==> src/rtl/lsu_arb.sv <==
// rtl/lsu_arb.sv - core/dbg fixed-priority arbiter for the shared LSU with starvation guard
module lsu_arb #(
    parameter int MAX_WAIT = 4
) (
    input  logic        clk_i,
    input  logic        rst_ni,
    input  logic        core_req_i,
    input  logic        core_we_i,
    input  logic [31:0] core_addr_i,
    input  logic [31:0] core_wdata_i,
    input  logic [3:0]  core_bmask_i,
    input  logic        core_us_i,
    input  logic        dbg_req_i,
    input  logic        dbg_we_i,
    input  logic [31:0] dbg_addr_i,
    input  logic [31:0] dbg_wdata_i,
    input  logic [3:0]  dbg_bmask_i,
    input  logic        dbg_us_i,
    output logic        core_gnt_o,
    output logic        dbg_gnt_o,
    output logic        core_rvalid_o,
    output logic        dbg_rvalid_o,
    output logic [31:0] core_rdata_o,
    output logic [31:0] dbg_rdata_o,
    output logic        core_err_o,
    output logic        dbg_err_o,
    output logic        lsu_sten_o,
    output logic [31:0] lsu_addr_o,
    output logic [31:0] lsu_st_data_o,
    output logic [3:0]  lsu_byte_num_o,
    output logic        lsu_ld_us_o,
    input  logic [31:0] lsu_ld_data_i
);

    localparam logic [3:0] MAX_W = 4'(MAX_WAIT);

    logic [3:0]  wait_cnt_q, wait_cnt_d;
    logic        core_rvalid_q, core_rvalid_d;
    logic        dbg_rvalid_q, dbg_rvalid_d;
    logic [31:0] core_rdata_q, core_rdata_d;
    logic [31:0] dbg_rdata_q, dbg_rdata_d;
    logic        core_err_q, core_err_d;
    logic        dbg_err_q, dbg_err_d;

    logic        starved;
    logic        sel_we;
    logic [3:0]  sel_mask;
    logic        sel_legal;
    logic        any_gnt;

    function automatic logic mask_legal(input logic [3:0] m);
        return (m == 4'b0001) || (m == 4'b0011) || (m == 4'b1111);
    endfunction

    always_comb begin
        starved    = dbg_req_i && (wait_cnt_q == MAX_W);
        core_gnt_o = rst_ni && core_req_i && !starved;
        dbg_gnt_o  = rst_ni && dbg_req_i && (!core_req_i || starved);
        any_gnt    = core_gnt_o || dbg_gnt_o;

        // Idle cycles present the core fields; sten stays low so nothing commits.
        sel_we         = dbg_gnt_o ? dbg_we_i     : core_we_i;
        sel_mask       = dbg_gnt_o ? dbg_bmask_i  : core_bmask_i;
        lsu_addr_o     = dbg_gnt_o ? dbg_addr_i   : core_addr_i;
        lsu_st_data_o  = dbg_gnt_o ? dbg_wdata_i  : core_wdata_i;
        lsu_ld_us_o    = dbg_gnt_o ? dbg_us_i     : core_us_i;
        lsu_byte_num_o = sel_mask;
        sel_legal      = mask_legal(sel_mask);
        lsu_sten_o     = any_gnt && sel_we && sel_legal;
    end

    always_comb begin
        wait_cnt_d = 4'd0;
        if (dbg_req_i && !dbg_gnt_o) begin
            wait_cnt_d = (wait_cnt_q >= MAX_W) ? MAX_W : wait_cnt_q + 4'd1;
        end

        core_rvalid_d = core_gnt_o;
        dbg_rvalid_d  = dbg_gnt_o;
        core_err_d    = core_gnt_o && !sel_legal;
        dbg_err_d     = dbg_gnt_o && !sel_legal;
        core_rdata_d  = (core_gnt_o && !sel_we && sel_legal) ? lsu_ld_data_i : 32'd0;
        dbg_rdata_d   = (dbg_gnt_o && !sel_we && sel_legal) ? lsu_ld_data_i : 32'd0;
    end

    always_ff @(posedge clk_i) begin
        if (!rst_ni) begin
            wait_cnt_q    <= 4'd0;
            core_rvalid_q <= 1'b0;
            dbg_rvalid_q  <= 1'b0;
            core_rdata_q  <= 32'd0;
            dbg_rdata_q   <= 32'd0;
            core_err_q    <= 1'b0;
            dbg_err_q     <= 1'b0;
        end else begin
            wait_cnt_q    <= wait_cnt_d;
            core_rvalid_q <= core_rvalid_d;
            dbg_rvalid_q  <= dbg_rvalid_d;
            core_rdata_q  <= core_rdata_d;
            dbg_rdata_q   <= dbg_rdata_d;
            core_err_q    <= core_err_d;
            dbg_err_q     <= dbg_err_d;
        end
    end

    // A response still in flight when reset arrives is dropped, not shown.
    assign core_rvalid_o = core_rvalid_q && rst_ni;
    assign dbg_rvalid_o  = dbg_rvalid_q && rst_ni;
    assign core_err_o    = core_err_q && core_rvalid_o;
    assign dbg_err_o     = dbg_err_q && dbg_rvalid_o;
    assign core_rdata_o  = core_rdata_q;
    assign dbg_rdata_o   = dbg_rdata_q;

endmodule

==> config.mk <==
export PLATFORM = sky130hd
export DESIGN_NAME = lsu_arb
export DESIGN_NICKNAME = d
export VERILOG_FILES = /design/src/rtl/lsu_arb.sv
export SDC_FILE = /design/constraint.sdc
export NUM_CORES = 1
export LEC_CHECK = 0
export BUFFER_PORTS_ARGS = -buffer_cell sky130_fd_sc_hd__buf_2
export CAP_MARGIN = 20
export CELL_PAD_IN_SITES_DETAIL_PLACEMENT = 1
export CELL_PAD_IN_SITES_GLOBAL_PLACEMENT = 1
export CORE_AREA = 2 2 124 126
export CTS_CLUSTER_DIAMETER = 50
export DETAILED_ROUTE_END_ITERATION = 10
export DIE_AREA = 0 0 126 128
export PLACE_DENSITY_LB_ADDON = 0.1
export REMOVE_ABC_BUFFERS = 1
export SYNTH_ARGS = -nofsm -noshare
export SYNTH_HDL_FRONTEND = slang
export SYNTH_SLANG_ARGS = --single-unit
==> constraint.sdc <==
create_clock -name clk_i -period 2.4 [get_ports clk_i]
set_clock_uncertainty 0.1 [all_clocks]
set_input_delay 0.24 -clock clk_i [delete_from_list [all_inputs] [get_ports clk_i]]
set_output_delay 0.24 -clock clk_i [all_outputs]
set_load 0.005 [all_outputs]
==> impl_metrics.env <==
export IMPL_io_buffers=315
export IMPL_p_seq_share_pct=39.0
export IMPL_final_cells=785
export IMPL_rows=45
export IMPL_initialDrtViolationCount=93
export IMPL_cp_max_fo=12
export IMPL_critPathArrivalTime_ns=2.07
export IMPL_maxCapViolCount=0
export IMPL_dpl_cell_count=755
export IMPL_area_delta_synth_final_pct=93.86
export IMPL_clockRootBuffer="clkbuf_16"
export IMPL_drive_gt1_share_pct=72.15
export IMPL_ys_warn_count=0
export IMPL_place_ws_ns=0.2423
export IMPL_postRouteAntennaNets=0
export IMPL_rsz0062_at_grt="yes"
export IMPL_combPwrFrac_pct=18.7
export IMPL_nets=769
export IMPL_synth_top_cell_area_share_pct=48.44
export IMPL_wl_mm=14.55
export IMPL_intPower_mw=2.414
export IMPL_finalMaxSlewViolations=0
export IMPL_endpoint_kind="output pin"
export IMPL_setup_violations=8
export IMPL_dieArea_um2=16130
export IMPL_final_setup_tns_ns=-0.03595
export IMPL_peakVddDrop_v=0.0002754
export IMPL_crit_type="reg -> out"
export IMPL_drtPass1Iterations=4
export IMPL_fin_ws_ns=-0.009494
export IMPL_switching_share_pct=22.37
export IMPL_cts_sinks=72
export IMPL_die_h_um=128
export IMPL_die_width_um=126
export IMPL_vias=3254
export IMPL_drc=0
export IMPL_max_freq_mhz=415.0
export IMPL_syn_area_um2=2975
export IMPL_netlist_top_cells_area="dfxtp_1, mux2_2, and2_1"
export IMPL_grt_overflow_total=0
export IMPL_ys_types=30
export IMPL_cts_buffers_inserted=9
export IMPL_clk_insertion_delay_late_ns=0.33
export IMPL_power_switching_mw=0.6956
export IMPL_hp_class="in -> reg"
export IMPL_grt_max_degree=22
export IMPL_grt_first_pass_wirelength_mm=19.87
export IMPL_design_core_area_um2=14860
export IMPL_yosys_area_top_type="dfxtp_1"
export IMPL_grt_pass1_vias=3334
export IMPL_power_total_mw=3.109
export IMPL_start_util_pct=20.02
export IMPL_grt_usage_pct=16.67
export IMPL_critPathLaunchType="flip-flop"
export IMPL_htree_levels=3
export IMPL_status="finished with violations"
export IMPL_p_leak_nw=3.045
export IMPL_wl_per_cell_um=18.53
export IMPL_synth_seq_cells=72
export IMPL_io_pins=316
export IMPL_cts_tree="done"
export IMPL_clk_path_buf_depth=2
export IMPL_synth_seq_area_share_pct=48.44
export IMPL_gp_congestion=0.8266
export IMPL_p_per_area_nw_per_um2=539.1
export IMPL_finalHoldViolCount=0
export IMPL_clockPowerShare_pct=42.3
export IMPL_viasPerCell=4.145
export IMPL_syn_avg_cell_area_um2=11.67
export IMPL_finalWorstPathRequiredPeriod_ns=2.409
export IMPL_finalCritPeriodShare_pct=100.4
export IMPL_clk_pin_slew_ns=0.06
export IMPL_violations="setup timing"
export IMPL_required_ns=2.06
export IMPL_antenna_found_initial=8
export IMPL_synth_cells=255
export IMPL_place_hpwl_mm=11.98
==> kinds of logic after synthesis <==
| family | Yosys count | synth area share, % |
|---|---|---|
| buf+inv | 15 | 3.532 |
| simple gates | 89 | 18.88 |
| mux | 70 | 26.45 |
| fa+ha+maj | 2 | 0.8409 |
| other cells | 1 | 0.1260 |
| compound gates | 6 | 1.725 |
| flops | 72 | 48.44 |
==> flip-flops by register name (all words and copies together), names as in the netlist <==
register,flops
dbg_err_q,1
dbg_rvalid_q,1
core_err_q,1
wait_cnt_q,4
core_rvalid_q,1
core_rdata_o,32
dbg_rdata_o,32
==> cell usage after synthesis <==
library cell and count:
and3b_2 1, dfxtp_1 72, buf_6 3, nor2_1 1, nand4b_1 1, nor4b_1 1, nand3b_1 1, nor3_1 1
a21oi_4 1, nand2_1 1, or2_2 1, nand3_1 3, and3_1 5, and4b_1 1, clkbuf_1 3, inv_1 2
mux2i_1 1, mux2_2 69, buf_4 7, a21boi_0 1, a221oi_1 1, o21a_1 1, nor2b_1 2, and2_1 68
a21oi_1 1, ha_1 2, conb_1 1, a31oi_1 1, nor4_1 1, nor3b_1 1
==> power by group through the flow <==
stage	combinational, mW	sequential, mW	clock, mW
final	0.580	1.21	1.32
after global routing	0.620	1.21	1.42
after CTS	0.459	1.21	1.36
after detailed placement	0.439	1.24	0
after global placement	0.435	1.24	0
after floorplan	0.146	1.24	0
==> timing repair <==
action                                  in CTS  in global routing
endpoints found under the setup margin      51                 69
hold buffers                                 0                  0
resized for setup                            3                 98
hold endpoints to repair                     0                  0
pin swaps                                    1                  1
setup buffers                                4                  4
cloned                                       2                  4
==> per-stage QoR <==
step,util [%],instance area [um^2],hold slack (ns)
2_1_floorplan,-,2878,0.2319
3_3_place_gp,32.31,4802,0.3390
3_5_place_dp,32.31,4802,0.3570
4_1_cts,35.00,5202,0.01133
5_1_grt,38.79,5766,0.01637
6_report,38.80,5768,0.02029
==> critical path, stage by stage (launching register included) <==
cell      delay, ns
dfxtp_2        0.32
inv_2          0.06
ha_4           0.13
nand3b_1       0.15
a21oi_4        0.28
buf_12         0.18
buf_16         0.15
mux2_2         0.34
buf_2          0.13
==> cell usage in the layout (no fill, tap or decap), types with 3 or more instances in the layout <==
cell type	Yosys	final
buf_8	0	3
nand3_1	3	3
buf_6	3	43
and2_1	68	68
clkbuf_16	0	13
mux2_2	69	25
dfxtp_1	72	70
buf_2	0	273
and3_1	5	5
buf_4	7	11
mux2_4	0	44
==> per-layer routing <==
metal	global-route usage, %	vias to the layer above	part of all wire [%]
li1	-	1532	-
met1	18.32	1511	37
met2	28.97	175	50
met3	7.679	24	10
met4	4.783	12	1.4
met5	0	-	0.63
==> path summary, 6_finish.rpt <==
check | cells past startpoint | slack (ns) | endpoint | start
max | 8 | -0.009 | lsu_st_data_o[31] | wait_cnt_q[0]$_SDFF_PP0_
min | 2 | 0.02 | core_rdata_o[22]$_SDFF_PN0_ | lsu_ld_data_i[22]
max reg2reg | 10 | 0.21 | dbg_rdata_o[10]$_SDFF_PN0_ | wait_cnt_q[0]$_SDFF_PP0_
min reg2reg | 1 | 0.40 | wait_cnt_q[0]$_SDFF_PP0_ | wait_cnt_q[3]$_SDFF_PP0_
==> cell type report <==
class | count | area [um^2]
flip-flops and latches | 72 | 1444
multi-input cells | 168 | 1607
diodes | 1 | 2.502
clock inverters | 5 | 56.30
repair buffers | 338 | 2173
fillers | 1726 | 9096
well taps | 188 | 235.2
clock buffers | 11 | 242.7
inverters | 2 | 7.507
Note: power is estimated with default switching activity, not from simulation.
